--- config.mk ---
export PLATFORM = sky130hd
export DESIGN_NAME = gate_unit_arbiter
export DESIGN_NICKNAME = d
export VERILOG_FILES = /design/src/rtl/gate_unit_pkg.sv /design/src/rtl/gate_unit_rr_pick.sv /design/src/rtl/gate_unit_arbiter.sv
export SDC_FILE = /design/constraint.sdc
export NUM_CORES = 1
export LEC_CHECK = 0
export CELL_PAD_IN_SITES_DETAIL_PLACEMENT = 1
export CELL_PAD_IN_SITES_GLOBAL_PLACEMENT = 1
export CORE_ASPECT_RATIO = 0.5
export CORE_MARGIN = 3
export CORE_UTILIZATION = 34
export DETAILED_ROUTE_END_ITERATION = 8
export HOLD_SLACK_MARGIN = 0.05
export PLACE_DENSITY_LB_ADDON = 0.1
export RECOVER_POWER = 50
export REMOVE_ABC_BUFFERS = 1
export SYNTH_ARGS = -nofsm -noshare
export SYNTH_HDL_FRONTEND = slang
export SYNTH_SLANG_ARGS = --single-unit
--- constraint.sdc ---
create_clock -name clk -period 4.2 [get_ports clk]
set_input_delay 1.26 -clock clk [delete_from_list [all_inputs] [get_ports clk]]
set_output_delay 1.26 -clock clk [all_outputs]
set_load 0.02 [all_outputs]
--- src/rtl/gate_unit_pkg.sv ---
// Shared definitions for the gate-unit arbiter: op codes, FSM states and the
// bitwise evaluation function of the shared gate datapath.
package gate_unit_pkg;

  localparam logic [1:0] OP_PASS = 2'b00;
  localparam logic [1:0] OP_NOT  = 2'b01;
  localparam logic [1:0] OP_OR   = 2'b10;
  localparam logic [1:0] OP_NOR  = 2'b11;

  // Operands are carried at the widest supported width and truncated by the caller.
  localparam int GW = 64;

  typedef enum logic [1:0] {
    IDLE = 2'd0,
    EXEC = 2'd1,
    RESP = 2'd2
  } state_t;

  function automatic logic [GW-1:0] gate_eval(input logic [1:0] op,
                                              input logic [GW-1:0] a,
                                              input logic [GW-1:0] b);
    logic [GW-1:0] r;
    case (op)
      OP_PASS: r = ~(~a);
      OP_NOT:  r = ~a;
      OP_OR:   r = a | b;
      default: r = ~(a | b);
    endcase
    return r;
  endfunction

endpackage

--- src/rtl/gate_unit_rr_pick.sv ---
// Combinational rotating-priority picker: the first set request at or after
// rr_ptr (wrapping) wins; gives a one-hot grant and its binary index.
module gate_unit_rr_pick #(
  parameter int N_REQ = 4,
  parameter int IW    = 2
) (
  input  logic [N_REQ-1:0] req,
  input  logic [IW-1:0]    rr_ptr,
  output logic [N_REQ-1:0] gnt,
  output logic [IW-1:0]    idx
);

  logic found;
  int   j;

  always_comb begin
    gnt   = '0;
    idx   = '0;
    found = 1'b0;
    j     = 0;
    for (int k = 0; k < N_REQ; k++) begin
      j = int'(rr_ptr) + k;
      if (j >= N_REQ) j = j - N_REQ;
      if (!found && req[j]) begin
        found  = 1'b1;
        gnt[j] = 1'b1;
        idx    = IW'(j);
      end
    end
  end

endmodule

--- src/rtl/gate_unit_arbiter.sv ---
// Round-robin arbiter sharing one registered gate unit among N_REQ requesters;
// each transaction runs IDLE -> EXEC -> RESP with operands captured at grant.
module gate_unit_arbiter
  import gate_unit_pkg::*;
#(
  parameter int N_REQ = 4,
  parameter int W     = 8
) (
  input  logic               clk,
  input  logic               rst,
  input  logic [N_REQ-1:0]   req,
  input  logic [2*N_REQ-1:0] op,
  input  logic [W*N_REQ-1:0] a_in,
  input  logic [W*N_REQ-1:0] b_in,
  output logic [N_REQ-1:0]   gnt,
  output logic [N_REQ-1:0]   done,
  output logic [W-1:0]       result,
  output logic               busy
);

  localparam int IW = $clog2(N_REQ);

  state_t           state_reg, state_next;
  logic [N_REQ-1:0] gnt_reg, gnt_next;
  logic [N_REQ-1:0] done_reg, done_next;
  logic [W-1:0]     result_reg, result_next;
  logic [IW-1:0]    rr_ptr_reg, rr_ptr_next;
  logic [IW-1:0]    idx_reg, idx_next;
  logic [1:0]       op_q_reg, op_q_next;
  logic [W-1:0]     a_q_reg, a_q_next;
  logic [W-1:0]     b_q_reg, b_q_next;

  logic [N_REQ-1:0] pick_gnt;
  logic [IW-1:0]    pick_idx;

  logic [1:0]       op_arr [N_REQ];
  logic [W-1:0]     a_arr  [N_REQ];
  logic [W-1:0]     b_arr  [N_REQ];

  genvar gi;
  generate
    for (gi = 0; gi < N_REQ; gi++) begin : g_slot
      assign op_arr[gi] = op[2*gi +: 2];
      assign a_arr[gi]  = a_in[W*gi +: W];
      assign b_arr[gi]  = b_in[W*gi +: W];
    end
  endgenerate

  gate_unit_rr_pick #(
    .N_REQ (N_REQ),
    .IW    (IW)
  ) u_pick (
    .req    (req),
    .rr_ptr (rr_ptr_reg),
    .gnt    (pick_gnt),
    .idx    (pick_idx)
  );

  always_ff @(posedge clk) begin
    if (rst) begin
      state_reg  <= IDLE;
      gnt_reg    <= '0;
      done_reg   <= '0;
      result_reg <= '0;
      rr_ptr_reg <= '0;
      idx_reg    <= '0;
      op_q_reg   <= '0;
      a_q_reg    <= '0;
      b_q_reg    <= '0;
    end else begin
      state_reg  <= state_next;
      gnt_reg    <= gnt_next;
      done_reg   <= done_next;
      result_reg <= result_next;
      rr_ptr_reg <= rr_ptr_next;
      idx_reg    <= idx_next;
      op_q_reg   <= op_q_next;
      a_q_reg    <= a_q_next;
      b_q_reg    <= b_q_next;
    end
  end

  always_comb begin
    state_next  = state_reg;
    gnt_next    = gnt_reg;
    done_next   = done_reg;
    result_next = result_reg;
    rr_ptr_next = rr_ptr_reg;
    idx_next    = idx_reg;
    op_q_next   = op_q_reg;
    a_q_next    = a_q_reg;
    b_q_next    = b_q_reg;
    case (state_reg)
      IDLE: begin
        if (|req) begin
          gnt_next   = pick_gnt;
          idx_next   = pick_idx;
          op_q_next  = op_arr[pick_idx];
          a_q_next   = a_arr[pick_idx];
          b_q_next   = b_arr[pick_idx];
          state_next = EXEC;
        end
      end
      EXEC: begin
        result_next = W'(gate_eval(op_q_reg, GW'(a_q_reg), GW'(b_q_reg)));
        done_next   = gnt_reg;
        state_next  = RESP;
      end
      RESP: begin
        gnt_next    = '0;
        done_next   = '0;
        rr_ptr_next = (idx_reg == IW'(N_REQ - 1)) ? '0 : idx_reg + 1'b1;
        state_next  = IDLE;
      end
      default: begin
        gnt_next   = '0;
        done_next  = '0;
        state_next = IDLE;
      end
    endcase
  end

  assign gnt    = gnt_reg;
  assign done   = done_reg;
  assign result = result_reg;
  assign busy   = (state_reg != IDLE);

endmodule
Word-level counts from Yosys, hierarchy flattened
Index checks and enable logic that the tools add are counted.
{"block": "word_totals", "out_inout_bits": 17, "register_bits": 40, "romBits": 0, "mem_bits_rw": 0, "latch_bits": 0, "wordCells": 112, "memories": 0}
{"block": "op_classes", "reduce_logical": 16, "order_cmp": 13, "add_sub_neg": 8, "bitwise_logic": 9, "eq_ne": 6, "div_mod_pow": 0, "n_shift": 0, "n_mux": 51, "mul": 0}
{"cell": "$ge A32 B1 Y1 const B", "n": 4}
{"cell": "$lt A32 B4 Y1 const B", "n": 4}
{"cell": "$mux W32", "n": 4}
{"cell": "$ge A32 B4 Y1 const B", "n": 3}
{"cell": "$sub A32 B4 Y32 const B", "n": 3}
{"cell": "$bmux W8 S2", "n": 2}
{"cell": "$mux W8", "n": 4}
{"cell": "$not A8 Y8", "n": 3}
{"cell": "$pmux W8 S3", "n": 1}
{"cell": "$mux W4", "n": 5}
{"cell": "$mux W2", "n": 8}
{"cell": "$pmux W4 S2", "n": 2}
{"cell": "$mux W1", "n": 15}
{"cell": "$or A4 B4 Y4", "n": 3}
{"cell": "$bmux W1 S2", "n": 4}
{"cell": "$demux W1 S2", "n": 4}
{"cell": "$or A8 B8 Y8", "n": 1}
{"cell": "$logic_and A1 B1 Y1", "n": 7}
{"cell": "$add A2 B2 Y3 const B", "n": 2}
{"cell": "$eq A2 B2 Y1 const B", "n": 3}
{"cell": "$bmux W2 S2", "n": 1}
{"cell": "$eq A2 B1 Y1 const B", "n": 2}
{"cell": "$logic_not A2 Y1", "n": 2}
{"cell": "$pmux W2 S2", "n": 1}
{"cell": "12 further kinds", "n": 15}

Longest topological paths before layout
Gate-level depths: netlist of the first run.
{"block": "logic_depth", "ltp_word": 19, "ltp_mapped": 13, "depth_no_buf": 8}

By module
Synthesis of the first run repeated with hierarchy kept, for this count alone.
{"block": "unflattened", "hier_cells": 261, "hier_area_um2": 2812.7}
{"module": "gate_unit_arbiter", "n_inst": 1, "seq_area_each_um2": 800.8, "cells_per_inst": 212, "area_each_um2": 2356.0}
{"module": "gate_unit_rr_pick", "n_inst": 1, "seq_area_each_um2": 0.0, "cells_per_inst": 49, "area_each_um2": 456.7}

Worst setup path before layout of the first run
No wires, ideal clock.
{"block": "synth_path", "kind": "register to register", "from": "register rr_ptr_reg[0]", "to": "register a_q_reg[3]", "path_stages_with_launch": 14, "n_path_buf": 5, "setup_ns": 0.133, "slack_ns": 1.161, "arrival_ns": 2.906, "cell_sequence": "dfxtp_1 > buf_6 > buf_2 > inv_1 > clkbuf_1 > ha_1 > buf_2 > mux2_2 > a32oi_1 > a21oi_1 > a21oi_2 > buf_4 > mux2i_1 > o221ai_1"}
{"block": "synth_via", "elab_chain_cells": 19, "word_cells_on_any_way": 44, "classes_between": "add/sub (7); order compare (4); mux (26); bitwise (1); reduce/logical (6)"}
{"element": "start, declared", "line_no": "gate_unit_arbiter.sv:27", "rtl": "logic [IW-1:0] rr_ptr_reg, rr_ptr_next;"}
{"element": "start signal, assigned", "line_no": "gate_unit_arbiter.sv:75", "rtl": "rr_ptr_reg <= rr_ptr_next;"}
{"element": "parallel branches: the longest is 14 deep, another holds $sub A32 B4 Y32"}
{"element": "$mux W2 *", "line_no": "gate_unit_rr_pick.sv:24", "rtl": "if (!found && req[j]) begin"}
{"element": "$not A2 Y3 (not written as such) *", "line_no": "gate_unit_arbiter.sv:99", "rtl": "a_q_next = a_arr[pick_idx];"}
{"element": "$bmux W8 S2 *", "line_no": "gate_unit_arbiter.sv:99"}
{"element": "$mux W8 (not written as such) * (2 in a row)", "line_no": "gate_unit_arbiter.sv:99"}
{"element": "end signal, assigned", "line_no": "gate_unit_arbiter.sv:78", "rtl": "a_q_reg <= a_q_next;"}
{"element": "end, declared", "line_no": "gate_unit_arbiter.sv:30", "rtl": "logic [W-1:0] a_q_reg, a_q_next;"}
Every way passes the cells marked *. The select of a mux whose other input is x is not followed.
A chain may end at the register's enable or synchronous reset.

Final worst setup path of the first run
{"block": "layout_path", "from": "input port req[2]", "to": "register a_q_reg[0]"}
{"block": "layout_via", "elab_chain_cells": 17, "word_cells_on_any_way": 31, "classes_between": "mux (22); bitwise (1); reduce/logical (8)"}
{"element": "start, declared", "line_no": "gate_unit_arbiter.sv:11", "rtl": "input logic [N_REQ-1:0] req,"}
{"element": "$bmux W1 S2", "line_no": "gate_unit_rr_pick.sv:24"}
{"element": "$mux W1 (not written as such) (2 in a row)", "line_no": "gate_unit_rr_pick.sv:24"}
{"element": "$mux W1", "line_no": "gate_unit_rr_pick.sv:24"}
{"element": "$logic_not A1 Y1", "line_no": "gate_unit_rr_pick.sv:24"}
{"element": "$logic_and A1 B1 Y1", "line_no": "gate_unit_rr_pick.sv:24"}
{"element": "$mux W1", "line_no": "gate_unit_rr_pick.sv:24"}
{"element": "$logic_not A1 Y1", "line_no": "gate_unit_rr_pick.sv:24"}
{"element": "$logic_and A1 B1 Y1", "line_no": "gate_unit_rr_pick.sv:24"}
{"element": "$mux W1", "line_no": "gate_unit_rr_pick.sv:24"}
{"element": "$logic_not A1 Y1", "line_no": "gate_unit_rr_pick.sv:24"}
{"element": "$logic_and A1 B1 Y1", "line_no": "gate_unit_rr_pick.sv:24"}
{"element": "$mux W2", "line_no": "gate_unit_rr_pick.sv:24"}
{"element": "$not A2 Y3 (not written as such)", "line_no": "gate_unit_arbiter.sv:99"}
{"element": "$bmux W8 S2", "line_no": "gate_unit_arbiter.sv:99"}
{"element": "$mux W8 (not written as such) (2 in a row)", "line_no": "gate_unit_arbiter.sv:99"}
Several ways; a longest one is shown, not always the timed one. The select of a mux whose other input is x is not followed.

==> results of run 1 <==
## final timing paths
kind | slack [ps] | startpoint | to | cells after the start
setup / recovery | 650 | req[2] | a_q_reg[0] | 7
hold / removal | 480 | result[2] | result[2] | 2
setup reg to reg | 970 | rr_ptr_reg[1] | a_q_reg[0] | 8
hold reg to reg | 480 | result[2] | result[2] | 2
## report_power, final
part / internal, mW / switching [mW]
Combinational: 0.226 / 0.229
Clock: 0.216 / 0.156
Sequential: 0.422 / 0.0382
Total: 0.864 / 0.423
## area by class of cell
| cell class | instances | area [sq um] | share of cell area, % |
|---|---|---|---|
| Clock buffer | 6 | 128.9 | 3.158 |
| Clock inverter | 1 | 5.005 | 0.1226 |
| Inverter | 5 | 18.77 | 0.4598 |
| Multi-Input combinational cell | 270 | 1933 | 47.36 |
| Sequential cell | 40 | 800.8 | 19.62 |
| Tap cell | 112 | 140.1 | 3.433 |
| Timing Repair Buffer | 108 | 1055 | 25.84 |
## kinds of logic after synthesis
family	count (synthesis)	synth area share, %
flops	40	27.59
simple gates	112	19.35
buf+inv	35	6.077
fa+ha+maj	5	2.155
xor+xnor	8	2.414
mux	48	17.72
compound gates	97	24.70
## worst reg2reg max path: stages (launching register included)
cell	delay, ps
dfxtp_1	610
inv_1	130
ha_1	540
mux4_2	660
nand2b_1	300
nand3_1	140
a21oi_1	70
a2111oi_0	460
o32ai_1	160
## per-layer routing
metal | vias to the layer above | wire, um | track usage, % | share of wire, %
li1 | 1451 | - | - | -
met4 | 0 | 51 | 2.905 | 0.54
met3 | 7 | 674 | 6.101 | 7.1
met5 | - | 0 | 0 | 0
met2 | 88 | 4455 | 34.08 | 47
met1 | 1414 | 4329 | 25.10 | 46
## cell usage in the layout (no fill, tap or decap), types with 3 or more instances in the layout
cell type,netlist,layout
nor2_1,39,39
inv_1,5,5
a221oi_1,4,4
o31a_1,3,3
o221ai_1,10,10
nor2b_1,5,5
xor2_1,8,8
nand3_1,5,5
mux2_2,7,7
a2111oi_0,5,5
buf_4,3,12
o32ai_1,5,5
nand2b_1,5,5
o21ai_0,5,5
clkbuf_16,0,5
o31ai_1,3,3
nor3_1,12,12
dfxtp_1,40,40
o21a_1,6,6
nand3b_1,12,12
dlygate4sd3_1,0,14
clkdlybuf4s50_1,0,80
o22ai_1,4,4
nand2_1,24,24
mux2i_1,39,39
ha_1,5,5
a21oi_1,27,27
a22o_1,5,5
a211oi_1,3,3
a22oi_1,4,4
## through the flow
step | hold slack [ps] | util [%] | setup WS [ps] | std cells
6_report | 481.2 | 50.12 | 646.7 | 542
5_1_grt | 525.8 | 50.12 | 447.4 | 542
4_1_cts | 494.3 | 50.16 | 700.6 | 542
3_5_place_dp | 480.5 | 48.52 | 390.6 | 535
3_3_place_gp | 471.6 | 48.52 | 518.6 | 535
2_1_floorplan | 459.6 | - | 68.81 | 315
==> impl_metrics.tcl, run 1 <==
set metrics [dict create \
    crit_path_start_kind "input port" \
    worstSetupEndpointType "flip-flop" \
    period_share_pct 84.60 \
    h-tree-depth 2 \
    power.leakage_nw 1.598 \
    fp.dieW_um 136.7 \
    antenna_left 0 \
    hp-class "flip-flop to flip-flop" \
    grt_util_all_layers_pct 19.79 \
    drt-total-wl_mm 9.510 \
    pin_count 95 \
    finalSetupViolCount 0 \
    yosys_warnings 0 \
    core_area_sq_um 8144 \
    synth_top_area_cell "dfxtp_1" \
    grt_antenna_before_repair 0 \
    placed_area_sq_um 3951 \
    dp_hpwl_mm 7.403 \
    hold_viol_final 0 \
    tns_ps 0 \
    fill_cells 952 \
    rsz0062_at_grt "false" \
    drive_above_1_share_pct 8.837 \
    grt_pass1_vias 3075 \
    start_util_pct 35.64 \
    critPathBufInv 1 \
    overflow 0 \
    worstPathCellList "clkdlybuf4s50_1 -> mux4_2 -> nand2b_1 -> nand3_1 -> a21oi_1 -> a2111oi_0 -> o32ai_1" \
    fin_area_sq_um 4081 \
    nets 513 \
    netlist.area_leader.share_pct 27.59 \
    synthCells 345 \
    fmax_ghz 0.2814 \
    firstDrtPassIters 4 \
    grt_pass1_wl_mm 15.36 \
    cts_buffer_depth 2 \
    async_reset_ff_share_pct 0 \
    worstPathRequired_ps 4320 \
    powerDensity_nw_per_um2 315.3 \
    vdd.ir_drop.worst_mv 0.1748 \
    syn_to_final_growth_pct 40.60 \
    synth.avg_cell_area_sq_um 8.414 \
    total_power_mw 1.287 \
    synth_flop_cell "dfxtp_1" \
    numCtsBuffers 5 \
    die_h_um 71.34 \
    synth.ff_latch_count 40 \
    cts.repair.resized 0 \
    cts_setup_buffers 0 \
    vias_per_cell 5.461 \
    fin_skew_ps 1.863 \
    synth-edff-count 0 \
    drv_cap 0 \
    dieArea_sq_um 9749 \
    path_max_fanout 14 \
    cts_sinks 40 \
    num_rows 23 \
    worstMarginPinSlew_ps 1145 \
    status "finished, final reports clean" \
    drc 0 \
    n_antenna_cell 0 \
    clk_pin_slew_ps 60 \
    drt_iter0_drc 121 \
    cts_tree "done" \
    gp_congestion 0.8398 \
    num_vias 2960 \
    slew_headroom_pct 23.70 \
    synthTopCellsByArea "dfxtp_1, mux2i_1, nor2_1" \
    clock_latency_ps 290 \
    worstSetupPathType "input port to flip-flop" \
    yosysMostFrequentCell "dfxtp_1" \
    cp_top_family "compound AO/OA/AOI/OAI gates" \
    arrival_ps 3680 \
    netlist_area_sq_um 2903 \
    ys_top_cells_by_count "dfxtp_1, mux2i_1, nor2_1" \
    grt_max_degree 29 \
    ys_types 53 \
    slew_viol_final 0 \
    route.detailed.wl_per_inst_um 17.55 \
    synth_seq_area_share_pct 27.59 \
    slowest_delay_ps 660 \
    critPathSlowestCell "mux4_2" \
    postCtsHoldBufs 0 \
    root_buffer "clkbuf_16" \
    io_buffers 94 \
    min_period_ps 3553 \
]
(Power assumes the default switching activity.)
==> inputs of run 2 (changes only) <==
--- a/config.mk
+++ b/config.mk
@@ -9,7 +9,7 @@
 export CELL_PAD_IN_SITES_GLOBAL_PLACEMENT = 1
 export CORE_ASPECT_RATIO = 0.5
 export CORE_MARGIN = 3
-export CORE_UTILIZATION = 34
+export CORE_UTILIZATION = 30
 export DETAILED_ROUTE_END_ITERATION = 8
 export HOLD_SLACK_MARGIN = 0.05
 export PLACE_DENSITY_LB_ADDON = 0.1
==> constraint.sdc (replaced) <==
create_clock -name clk -period 2.95 [get_ports clk]
set_input_delay 0.885 -clock clk [delete_from_list [all_inputs] [get_ports clk]]
set_output_delay 0.885 -clock clk [all_outputs]
set_load 0.02 [all_outputs]
==> impl_metrics.tcl, run 2 (synthesis results as in run 1) <==
set metrics [dict create \
    die_h_um 75.56 \
    slowest_delay_ps 520 \
    powerDensity_nw_per_um2 456.7 \
    cts_sinks 40 \
    postCtsHoldBufs 0 \
    dieArea_sq_um 10960 \
    drc 0 \
    slew_headroom_pct 58.50 \
    final_common_cell "clkdlybuf4s50_1" \
    syn_to_final_growth_pct 54.87 \
    h-tree-depth 2 \
    nets 548 \
    min_period_ps 2884 \
    grt_antenna_before_repair 0 \
    rsz0062_at_grt "false" \
    hold_viol_final 0 \
    grt_pass1_wl_mm 16.38 \
    placed_area_sq_um 4242 \
    worstSetupEndpointType "flip-flop" \
    clock_latency_ps 290 \
    start_util_pct 32.12 \
    path_common_cell "buf_4" \
    clk_pin_slew_ps 70 \
    fp.dieW_um 145.1 \
    critPathSlowestCell "mux4_2" \
    final_cell_mix "clkdlybuf4s50_1, buf_4, dfxtp_1, nor2_1, mux2i_1" \
    num_rows 24 \
    period_share_pct 97.75 \
    fin_skew_ps 9.495 \
    numCtsBuffers 5 \
    path_max_fanout 5 \
    fmax_ghz 0.3468 \
    route.detailed.wl_per_inst_um 17.02 \
    worstMarginPinSlew_ps 622.6 \
    io_buffers 94 \
    worstSetupPathType "input port to flip-flop" \
    grt_pass1_vias 3288 \
    firstDrtPassIters 4 \
    drt-total-wl_mm 10.14 \
    fin_area_sq_um 4496 \
    cp_top_family "buffers and inverters" \
    final_core_util_pct 49.74 \
    num_vias 3085 \
    pin_count 95 \
    worstPathCellList "clkdlybuf4s50_1 -> mux4_2 -> nor2b_4 -> a211oi_4 -> buf_4 -> buf_4 -> mux2i_2 -> o32ai_1" \
    vdd.ir_drop.worst_mv 0.2197 \
    worstPathRequired_ps 3110 \
    grt_util_all_layers_pct 18.47 \
    overflow 0 \
    critPathBufInv 3 \
    n_antenna_cell 0 \
    root_buffer "clkbuf_16" \
    cts_tree "done" \
    place_ws_ps -369.8 \
    status "finished, final reports clean" \
    power.leakage_nw 1.817 \
    core_area_sq_um 9039 \
    hp-class "flip-flop to flip-flop" \
    drv_cap 0 \
    antenna_left 0 \
    crit_path_start_kind "input port" \
    post-route-worst-setup-slack_ps 66.49 \
    arrival_ps 3050 \
    dp_hpwl_mm 8.030 \
    hold_ws_ps 482.5 \
    slew_viol_final 0 \
    gp_congestion 0.8136 \
    drive_above_1_share_pct 18.88 \
    cts_buffer_depth 2 \
    finalSetupViolCount 0 \
    grt_max_degree 37 \
    drt_iter0_drc 84 \
    vias_per_cell 5.176 \
]
-- run 2: cell count changes in the layout (fill, tap and decap cells not counted), sizes merged --
cell / previous run / this run
clkdlybuf4s50: 80 / 78
clkinv: 1 / 0
clkinvlp: 0 / 1
dlymetal6s2s: 0 / 2
bufinv: 0 / 1
clkbuf: 7 / 5
buf: 13 / 49
inv: 5 / 6
-- run 2: report_power, final --
part,internal (mW),switching (mW),leakage (nW)
Sequential,0.600,0.0518,0.328
Combinational,0.397,0.361,1.41
Clock,0.402,0.241,0.0804
-- run 2: metrics by stage --
| stage | power, mW | setup TNS (ps) | cells |
|---|---|---|---|
| global route | 2.164 | 0 | 596 |
| global placement | 1.372 | -2709 | 587 |
| detailed placement | 1.400 | -4671 | 587 |
| CTS | 2.055 | 0 | 595 |
| finish | 2.053 | 0 | 596 |
| floorplan | 1.020 | -23590 | 315 |
-- run 2: final timing paths --
kind / startpoint / end / slack [ps] / cells after the start
max: req[3] / a_q_reg[0] / 70 / 8
min: result[5] / result[5] / 480 / 2
max reg2reg: rr_ptr_reg[0] / a_q_reg[0] / 320 / 8
min reg2reg: result[5] / result[5] / 480 / 2
-- run 2: layout make-up --
type                    instances  area [sq um]
fillers                      1045          4543
multi-input cells             270          1999
repair buffers                143          1343
flip-flops and latches         40         800.8
well taps                     130         162.7
clock buffers                   5         125.1
clock inverters                 3         46.29
inverters                       5         18.77
-- run 2: routing by layer --
layer | vias up | routed length [um] | GRT usage, %
li1 | 1515 | - | -
met2 | 79 | 4977 | 33.97
met1 | 1487 | 4646 | 22.94
met3 | 4 | 473 | 4.694
met5 | - | 0 | 0
met4 | 0 | 46 | 2.944
-- run 2: worst reg2reg max path, stage by stage, from the launching register on --
cell      delay [ps]
dfxtp_1          350
buf_4            360
mux4_2           620
nor2b_4          180
a211oi_4         320
buf_4            180
buf_4            150
mux2i_2          260
o32ai_1          100
-- run 2: what timing repair did --
| action | in CTS | in global routing |
|---|---|---|
| hold endpoints to repair | 0 | 0 |
| endpoints found under the setup margin | 2 | 21 |
| pin swaps | 0 | 1 |
| setup buffers | 0 | 1 |
| gates resized for setup | 3 | 20 |
